--- src/rtl/sram_ctrl_if.sv ---
// Pipeline-side and SRAM-pin signals of the data-memory controller, bundled
// so the controller and its environment connect through one port.
interface sram_ctrl_if #(
    parameter int SRAM_ADDR_WIDTH = 18
);
    logic                       rd_en;
    logic                       wr_en;
    logic [31:0]                address;
    logic [31:0]                write_data;
    logic [31:0]                read_data;
    logic                       ready;
    logic [SRAM_ADDR_WIDTH-1:0] sram_addr;
    logic                       sram_we_n;
    logic [15:0]                sram_dq_out;
    logic                       sram_dq_oe;
    logic [15:0]                sram_dq_in;

    // Environment side: the pipeline registers plus the SRAM chip.
    modport master (
        output rd_en, wr_en, address, write_data, sram_dq_in,
        input  read_data, ready, sram_addr, sram_we_n, sram_dq_out, sram_dq_oe
    );

    modport slave (
        input  rd_en, wr_en, address, write_data, sram_dq_in,
        output read_data, ready, sram_addr, sram_we_n, sram_dq_out, sram_dq_oe
    );
endinterface

--- src/rtl/sram_ctrl.sv ---
// Sequences each 32-bit load/store as two 16-bit SRAM phases (low half, then
// high half) and holds ready low so the pipeline freezes until the access ends.
module sram_ctrl #(
    parameter int ADDR_BASE       = 1024,
    parameter int SRAM_ADDR_WIDTH = 18,
    parameter int WAIT_CYCLES     = 2
) (
    input logic         clk,
    input logic         rst,
    sram_ctrl_if.slave  bus
);
    localparam int         WORD_W = SRAM_ADDR_WIDTH - 1;
    localparam logic [3:0] LAST   = 4'(WAIT_CYCLES - 1);

    typedef enum logic [1:0] {IDLE, LOW, HIGH, DONE} state_t;
    typedef enum logic {OP_READ, OP_WRITE} op_t;

    state_t            state;
    state_t            state_next;
    op_t               op;
    logic [3:0]        count;
    logic [WORD_W-1:0] word;
    logic [31:0]       wdata;
    logic [31:0]       read_data;
    logic              req;
    logic              last;

    assign req           = bus.rd_en | bus.wr_en;
    assign last          = (count == LAST);
    assign bus.read_data = read_data;

    // NOTE: clocked state uses non-blocking assignments only, so every flop
    // samples pre-edge values regardless of statement order.
    always_ff @(posedge clk) begin
        if (rst) begin
            state     <= IDLE;
            count     <= '0;
            op        <= OP_READ;
            word      <= '0;
            wdata     <= '0;
            read_data <= '0;
        end else begin
            state <= state_next;
            case (state)
                IDLE: begin
                    count <= '0;
                    if (req) begin
                        op    <= bus.wr_en ? OP_WRITE : OP_READ;
                        wdata <= bus.write_data;
                        // Word index wraps modulo the SRAM size; low addresses wrap too.
                        word  <= WORD_W'((bus.address - 32'(ADDR_BASE)) >> 2);
                    end
                end
                LOW, HIGH: begin
                    count <= last ? '0 : count + 4'd1;
                    if (last && op == OP_READ) begin
                        if (state == LOW) read_data[15:0]  <= bus.sram_dq_in;
                        else              read_data[31:16] <= bus.sram_dq_in;
                    end
                end
                default: count <= '0;
            endcase
        end
    end

    // NOTE: every output gets a default before the case so no path infers a latch.
    always_comb begin
        state_next      = state;
        bus.ready       = 1'b0;
        bus.sram_addr   = '0;
        bus.sram_we_n   = 1'b1;
        bus.sram_dq_out = 16'h0000;
        bus.sram_dq_oe  = 1'b0;
        case (state)
            IDLE: begin
                bus.ready = ~req;
                if (req) state_next = LOW;
            end
            LOW: begin
                bus.sram_addr  = {word, 1'b0};
                bus.sram_we_n  = (op != OP_WRITE);
                bus.sram_dq_oe = (op == OP_WRITE);
                if (op == OP_WRITE) bus.sram_dq_out = wdata[15:0];
                if (last) state_next = HIGH;
            end
            HIGH: begin
                bus.sram_addr  = {word, 1'b1};
                bus.sram_we_n  = (op != OP_WRITE);
                bus.sram_dq_oe = (op == OP_WRITE);
                if (op == OP_WRITE) bus.sram_dq_out = wdata[31:16];
                if (last) state_next = DONE;
            end
            DONE: begin
                bus.ready  = 1'b1;
                state_next = IDLE;
            end
            default: state_next = IDLE;
        endcase
    end
endmodule

--- src/flat_wrapper.sv ---
// flat-port wrapper written by rule: the top's interface ports become plain ports
module sram_ctrl_flat 
#(
    parameter int ADDR_BASE       = 1024,
    parameter int SRAM_ADDR_WIDTH = 18,
    parameter int WAIT_CYCLES     = 2
)
  (clk, rst, bus_rd_en, bus_wr_en, bus_address, bus_write_data, bus_sram_dq_in, bus_read_data, bus_ready, bus_sram_addr, bus_sram_we_n, bus_sram_dq_out, bus_sram_dq_oe);
  sram_ctrl_if #(.SRAM_ADDR_WIDTH(SRAM_ADDR_WIDTH)) bus_i ();
  input logic clk;
  input logic rst;
  input wire logic [$bits(bus_i.rd_en)-1:0] bus_rd_en;
  input wire logic [$bits(bus_i.wr_en)-1:0] bus_wr_en;
  input wire logic [$bits(bus_i.address)-1:0] bus_address;
  input wire logic [$bits(bus_i.write_data)-1:0] bus_write_data;
  input wire logic [$bits(bus_i.sram_dq_in)-1:0] bus_sram_dq_in;
  output wire logic [$bits(bus_i.read_data)-1:0] bus_read_data;
  output wire logic [$bits(bus_i.ready)-1:0] bus_ready;
  output wire logic [$bits(bus_i.sram_addr)-1:0] bus_sram_addr;
  output wire logic [$bits(bus_i.sram_we_n)-1:0] bus_sram_we_n;
  output wire logic [$bits(bus_i.sram_dq_out)-1:0] bus_sram_dq_out;
  output wire logic [$bits(bus_i.sram_dq_oe)-1:0] bus_sram_dq_oe;
  assign bus_i.rd_en = bus_rd_en;
  assign bus_i.wr_en = bus_wr_en;
  assign bus_i.address = bus_address;
  assign bus_i.write_data = bus_write_data;
  assign bus_i.sram_dq_in = bus_sram_dq_in;
  assign bus_read_data = bus_i.read_data;
  assign bus_ready = bus_i.ready;
  assign bus_sram_addr = bus_i.sram_addr;
  assign bus_sram_we_n = bus_i.sram_we_n;
  assign bus_sram_dq_out = bus_i.sram_dq_out;
  assign bus_sram_dq_oe = bus_i.sram_dq_oe;
  sram_ctrl #(.ADDR_BASE(ADDR_BASE), .SRAM_ADDR_WIDTH(SRAM_ADDR_WIDTH), .WAIT_CYCLES(WAIT_CYCLES)) u_core (.clk(clk), .rst(rst), .bus(bus_i));
endmodule
--- config.mk ---
export PLATFORM = sky130hd
export DESIGN_NAME = sram_ctrl_flat
export DESIGN_NICKNAME = d
export VERILOG_FILES = /design/src/rtl/sram_ctrl_if.sv /design/src/rtl/sram_ctrl.sv /design/src/flat_wrapper.sv
export SDC_FILE = /design/constraint.sdc
export NUM_CORES = 1
export LEC_CHECK = 0
export ABC_AREA = 1
export BUFFER_PORTS_ARGS = -buffer_cell sky130_fd_sc_hd__clkbuf_2
export CAP_MARGIN = 30
export CORE_ASPECT_RATIO = 0.8
export CORE_MARGIN = 2
export CORE_UTILIZATION = 25
export CTS_CLUSTER_SIZE = 20
export DETAILED_ROUTE_END_ITERATION = 10
export SLEW_MARGIN = 20
export SYNTH_ARGS = -nofsm -noshare
export SYNTH_HDL_FRONTEND = slang
export SYNTH_SLANG_ARGS = --single-unit
--- constraint.sdc ---
create_clock -name clk -period 2.7 [get_ports clk]
set_input_delay 0.27 -clock clk [delete_from_list [all_inputs] [get_ports clk]]
set_output_delay 0.27 -clock clk [all_outputs]
set_load 0.005 [all_outputs]
# --- After elaboration in Yosys (flattened, before gate mapping) ---
# Index checks and enable logic that the tools add are counted.
word_totals:
  regBits: 88
  in_bits: 84
  out_inout_bits: 69
op_classes:
  n_addsub: 2
  mux: 12
  eq_ne: 7
  reduce_logical: 8
  n_bitwise: 5
ops:
  columns: ["op", "count"]
  rows:
  - ["$pmux W18 S2", 1]
  - ["$mux W16", 2]
  - ["$pmux W16 S2", 1]
  - ["$sub A19 B11 Y19 const B", 1]
  - ["$reduce_and A3 Y1", 3]
  - ["$pmux W2 S4", 1]
  - ["$mux W2", 3]
  - ["$ne A2 B1 Y1 const B", 3]
  - ["$add A4 B1 Y4 const B", 1]
  - ["$eq A2 B2 Y1 const B", 2]
  - ["$eq A4 B1 Y1 const B", 1]
  - ["$not A1 Y1", 4]
  - ["$mux W1", 3]
  - ["$reduce_or A3 Y1", 1]
  - ["$eq A2 B1 Y1 const B", 1]
  - ["$logic_not A2 Y1", 1]
  - ["$pmux W1 S2", 1]
  - ["$reduce_and A2 Y1", 1]
  - ["$reduce_or A2 Y1", 1]
  - ["$logic_and A1 B1 Y1", 1]
  - ["$or A1 B1 Y1", 1]

# --- Logic depth before layout (Yosys ltp) ---
# Gate-level depths: netlist of run 1.
logic_depth:
  ltp_word: 4
  depth_mapped: 8
  depth_no_buf: 8

# --- Least setup slack after synthesis of run 1 ---
# No wires, ideal clock.
synth_timing:
  kind: "reg2out"
  from: "register u_core.state[0]"
  to: "output port bus_sram_addr[12]"
  path_slack_ns: 1.014
  n_path_buf: 2
  t_arrival_ns: 1.416
  stages_incl_launch_ff: 8
  cell_sequence: "dfxtp_1 > inv_1 > ha_1 > buf_6 > or2_4 > nand2_2 > buf_4 > nor2_1"
synth_via:
  elab_chain_cells: 2
synth_lines:
  columns: ["element", "line_no", "rtl"]
  rows:
  - ["from (decl)", "sram_ctrl.sv:18", "state_t state;"]
  - ["from (signal assigned)", "sram_ctrl.sv:43", "state <= state_next;"]
  - ["$eq A2 B2 Y1 / $eq A2 B1 Y1 (equally long branches)", "sram_ctrl.sv:74", "case (state)"]
  - ["$pmux W18 S2 *", "sram_ctrl.sv:74", null]
  - ["to (decl)", "flat_wrapper.sv:19", "output wire logic [$bits(bus_i.sram_addr)-1:0] bus_sram_addr;"]
# Every way passes the cells marked *; elsewhere a longest branch is shown, timed or not.

# --- Worst setup path after layout of run 1 ---
layout_timing:
  from: "register u_core.state[0]"
  to: "output port bus_sram_dq_out[6]"
layout_via:
  elab_chain_cells: 2
layout_lines:
  columns: ["element", "line_no", "rtl"]
  rows:
  - ["$eq A2 B2 Y1 / $eq A2 B1 Y1 (equally long branches)", "sram_ctrl.sv:74", null]
  - ["$pmux W16 S2 *", "sram_ctrl.sv:74", null]
  - ["to (decl)", "flat_wrapper.sv:21", "output wire logic [$bits(bus_i.sram_dq_out)-1:0] bus_sram_dq_out;"]
# Marked as above.

==> flow_summary.ini, run 1 <==
[outcome]
status = complete, no violations

[clock_tree]
cts-resized-gates = 0
htree_num_levels = 3
root_buffer = clkbuf_16
clk_pin_slew_ns = 0.07
hold_buffers = 0
post-cts-setup-buffers = 0
clk_path_buf_depth = 2
insertion_delay_ns = 0.34
cts_buffers = 9
cts.sinks = 88
cts_tree = yes

[power_and_ir_drop]
netSwitchingFraction_pct = 37.5
p_leak_nw = 2.20
p_seq_share_pct = 38.4
vdd_drop_max_v = 0.000348
p_comb_share_pct = 32.6
pwr-share-clk_pct = 29.1
p_sw_w = 0.00169
internal-power_w = 0.00282
p_per_area_nw_per_um2 = 899

[final_layout]
drive_gt1_share_pct = 26.5
syn_to_final_growth_pct = 28.3
fillers = 1680
antenna_cells = 0
finalNonFillerCells = 866
nets = 745

[drt]
post_drt_wl_per_cell_um = 12.6
ant_nets = 0
dr.pass1.iters = 4
drt-total-wl_um = 10900
post_drt_via_cell_ratio = 4.30
drc_errors = 0
vias = 3725
drtIter0Drc = 215

[critical_path]
path_max_fanout = 17
start_kind = flip-flop
path_class = flip-flop to output port
worstPathRequired_ns = 2.43
cp.arrival_ns = 2.15
end_kind = output port

[synthesis]
synthTopCellsByArea = dfxtp_1 (45%), nor2_1 (9.7%), a21oi_1 (8.6%)
synth_cell_type_count = 26
yosys_warnings = 0
synthMuxAreaShare_pct = 0
synthesis.area_um2 = 3910
ys_ff_latch = 88
synth_fa_ha_area_share_pct = 3.20
synth-compound-area-share_pct = 15.3
yosys.area_share.xor_xnor_pct = 0.672
synth_cells = 531
synth_top_area_share_pct = 45.1
synth_top_family_by_area = simple AND/OR/NAND/NOR gates
synth_seq_area_share_pct = 45.1
avgSynthCellArea_um2 = 7.36
yosysTopAreaCell = dfxtp_1
synth-simple-area-share_pct = 25.9
syn_nets = 625

[grt]
grtUsageTotal_pct = 13.2
overflow = 0
grt_pass1_vias = 3446
grt_pass1_wl_um = 17200
grt_max_degree = 56
antenna_found_initial = 0

[timing]
max_freq_ghz = 0.413
rsz0062_at_grt = no
slew_headroom_pct = 56.0
drv_slew = 0
finalCritPeriodShare_pct = 89.7
finalHoldViolations = 0
fin_worst_skew_ns = 0.00926
setup_viol = 0
worst_pin_slew_ns = 0.658
min_period_ns = 2.42
finalSetupTns_ns = 0

[placed_design]
dp_cells = 850
gp_congestion = 0.765
io_buffers = 137
place_hpwl_um = 7490

[floorplanning]
chipWidth_um = 144
core_area_um2 = 15200
rows = 40
die_h_um = 116
ios = 153
initial_utilization_pct = 25.8
dieArea_um2 = 16700

[run]
cap_viol_max_count = 0

[worst_hold_path]
hp-class = primary input to flip-flop
power by group through the flow:
stage | logic [W] | registers, W | clock network, W
after floorplan | 0.00114 | 0.00173 | 0
after global placement | 0.00149 | 0.00176 | 0
after detailed placement | 0.00149 | 0.00176 | 0
after CTS | 0.00150 | 0.00173 | 0.00137
after global routing | 0.00169 | 0.00176 | 0.00141
final | 0.00147 | 0.00173 | 0.00131
state kept, by name, summed over array words and instances (netlist names):
name                  flops
u_core.bus.read_data     32
u_core.wdata             32
u_core.word              17
u_core.count              4
u_core.op                 1
u_core.state              2
area by class of cell:
| type | count | area (um2) | area share (%) |
|---|---|---|---|
| well taps | 210 | 263 | 5.24 |
| multi-input cells | 365 | 1770 | 35.2 |
| clock buffers | 10 | 239 | 4.76 |
| flip-flops and latches | 88 | 1760 | 35.1 |
| clock inverters | 6 | 72.6 | 1.45 |
| repair buffers | 146 | 753 | 15.0 |
| inverters | 41 | 161 | 3.22 |
critical path: stages (launching register included):
cell and delay (ns):
dfxtp_1 0.41, inv_1 0.12, ha_1 0.39, nand2_1 0.42
a21oi_1 0.31, clkbuf_2 0.17
Yosys cell counts:
cell	n
xor2_1	1
ha_1	10
nand2_2	1
o21ai_1	2
a21oi_2	1
nand4_1	32
or2_2	1
clkbuf_2	3
buf_2	20
nand2_4	1
o21ai_0	49
nor2_2	1
inv_8	1
a21oi_1	67
nand3_4	2
nand3_1	8
clkbuf_1	6
xnor2_1	2
inv_1	38
dfxtp_1	88
nor2_1	101
buf_4	1
or2_4	1
inv_2	2
nand2_1	85
buf_6	7
placed cells by master (no fill, tap or decap), drive strengths merged, types with 2 or more instances in the layout:
cell type,count
a21oi,68
buf,9
clkbuf,147
dfxtp,88
ha,10
inv,44
nand2,87
nand3,10
nand4,32
nor2,102
o21ai,51
or2,2
xnor2,2
logic make-up (layout without fill, tap and decap cells):
logic type,Yosys count,after routing
AND/OR/NAND/NOR,233,233
XOR/XNOR,3,3
flip-flops,88,88
adder cells (fa/ha/maj),10,10
AO/OA/AOI/OAI,119,119
buffers and inverters,78,203
metrics by stage:
stage	worst slack (ns)	area [um2]	utilization (%)	total power [W]	hold WS, ns
floorplan	1.01	3910	-	0.00287	0.406
global placement	0.585	4700	31.0	0.00325	0.441
detailed placement	0.571	4700	31.0	0.00325	0.448
CTS	0.201	5020	33.1	0.00460	0.163
global route	0.0235	5020	33.1	0.00487	0.177
finish	0.278	5020	33.1	0.00451	0.171
routing by layer:
layer  vias up  track usage (%)  wire length, um
met4         0             5.10              165
li1       1966                -                -
met1      1647             17.7             5370
met3        12             3.97              651
met5         -                0                0
met2       100             20.0             4750
final timing paths:
check        slack (ns)               start  depth (start not counted)                 end
min reg2reg        0.46      u_core.word[5]                          2      u_core.word[5]
max                0.28     u_core.state[0]                          5  bus_sram_dq_out[6]
max reg2reg        1.02     u_core.state[0]                          6           u_core.op
min                0.17  bus_write_data[31]                          3    u_core.wdata[31]
Power figures use the tool's default switching activity.
==> run 2, diff against run 1 <==
Settings changed: PLACE_DENSITY set to 0.45.
==> flow_summary.ini, run 2 (same netlist as run 1, synthesis figures left out) <==
[final_layout]
regArea_um2 = 1760
multiInputGateArea_um2 = 1770
final_cell_mix = clkbuf_2 (137), nor2_1 (101), dfxtp_1 (88), nand2_1 (84), a21oi_1 (67)
syn_to_final_growth_pct = 27.4
layout_commonest_cell = clkbuf_2
fillers = 1689
nets = 744
reg.largest.list = u_core.bus.read_data: 32 flops, u_core.wdata: 32 flops, u_core.word: 17 flops
drive_gt1_share_pct = 26.4
stdcell_area_um2 = 4980

[clock_tree]
clk_path_buf_depth = 2
insertion_delay_ns = 0.35
cts_tree = yes
root_buffer = clkbuf_16
hold_buffers = 0
htree_num_levels = 3
cts.sinks = 88
clk_pin_slew_ns = 0.07
cts-resized-gates = 0
post-cts-setup-buffers = 0
cts_buffers = 9

[power_and_ir_drop]
p_per_area_nw_per_um2 = 885
power_w = 0.00441
internal-power_w = 0.00269
pwr-share-clk_pct = 27.1
p_leak_nw = 2.18
netSwitchingFraction_pct = 39.0
vdd_drop_max_v = 0.000310
p_sw_w = 0.00172
p_comb_share_pct = 33.6
p_seq_share_pct = 39.4

[grt]
grt_pass1_wl_um = 18800
grtUsageTotal_pct = 14.5
antenna_found_initial = 0
grt_max_degree = 56
overflow = 0
grt_pass1_vias = 3772

[critical_path]
rrSetupSlack_ns = 0.98
path_max_fanout = 18
end_kind = output port
critPathSlowestCell = ha_1
cp.arrival_ns = 2.06
r2r-end = u_core.word[3]
reg2regPathDepth = 6
worstPathRequired_ns = 2.43
path_class = flip-flop to output port
start_kind = flip-flop
cp_slowest_stage_delay_ns = 0.43
timing.rr.start = u_core.state[0]
crit_chain = inv_1 -> ha_1 -> nand2_2 -> a21oi_1 -> clkbuf_2

[worst_hold_path]
holdPathEnd = u_core.wdata[23]
hp-class = primary input to flip-flop
hold_start = bus_write_data[23]
min_path_cells = 3

[floorplanning]
initial_utilization_pct = 25.8
chipWidth_um = 144
core_area_um2 = 15200
dieArea_um2 = 16700
rows = 40
die_h_um = 116
ios = 153

[timing]
worst_pin_slew_ns = 0.623
setup_viol = 0
finalHoldViolations = 0
finalCritPeriodShare_pct = 86.3
setup_ws_ns = 0.371
slew_headroom_pct = 58.4
finalSetupTns_ns = 0
drv_slew = 0
min_period_ns = 2.33
hold_ws_ns = 0.178
max_freq_ghz = 0.429
rsz0062_at_grt = no
fin_worst_skew_ns = 0.00940

[placed_design]
placed_cell_area_um2 = 4690
io_buffers = 137
gp_congestion = 0.811
pre_cts_slack_ns = 0.531
place_hpwl_um = 8340

[drt]
drt-total-wl_um = 11800
drtIter0Drc = 170
drc_errors = 0
dr.pass1.iters = 4
post_drt_via_cell_ratio = 4.43
vias = 3845
post_drt_wl_per_cell_um = 13.6
ant_nets = 0

[outcome]
status = complete, no violations

[run]
cap_viol_max_count = 0
-- run 2: per-stage QoR --
| stage | cells | utilization (%) |
|---|---|---|
| after floorplan | 531 | - |
| after global placement | 849 | 31.0 |
| after detailed placement | 849 | 31.0 |
| after CTS | 865 | 32.8 |
| after global routing | 865 | 32.8 |
| final | 867 | 32.8 |
-- run 2: metal layers --
metal | vias up | part of all wire, % | track usage, %
li1 | 1965 | - | -
met1 | 1737 | 47 | 19.4
met2 | 130 | 45 | 21.8
met3 | 13 | 7.0 | 4.55
met4 | 0 | 1.2 | 5.36
met5 | - | 0 | 0
-- run 2: worst max-delay path by stage --
stage | start | slack, ns | depth (start not counted) | to
global placement | u_core.state[0] | 0.60 | 5 | bus_sram_dq_out[9]
CTS | u_core.state[0] | 0.14 | 5 | bus_sram_dq_out[14]
finish | u_core.state[0] | 0.37 | 5 | bus_sram_dq_out[14]
global route | u_core.state[0] | 0.24 | 5 | bus_sram_dq_out[14]
floorplan | u_core.state[0] | 1.01 | 7 | bus_sram_addr[12]
detailed placement | u_core.state[0] | 0.53 | 5 | bus_sram_dq_out[14]
-- run 2: area by class of cell --
type,count,area share (%)
diodes,2,0.100
clock buffers,9,4.52
clock inverters,7,1.08
inverters,41,3.24
multi-input cells,365,35.4
flip-flops and latches,88,35.4
well taps,210,5.28
repair buffers,145,15.0
-- run 2: worst max-delay path: cells and delay by family, from the launching register on --
family / cells / cell delay [ns]
AO/OA/AOI/OAI: 1 / 0.28
AND/OR/NAND/NOR: 1 / 0.29
adder cells (fa/ha/maj): 1 / 0.43
buffers and inverters: 2 / 0.28
flip-flops: 1 / 0.42
-- run 2: power groups by stage --
stage               Combinational (W)  Clock (W)  Sequential [W]
floorplan                     0.00114          0         0.00173
global placement              0.00147          0         0.00176
detailed placement            0.00150          0         0.00176
CTS                           0.00150    0.00125         0.00174
global route                  0.00170    0.00129         0.00177
finish                        0.00148    0.00119         0.00174
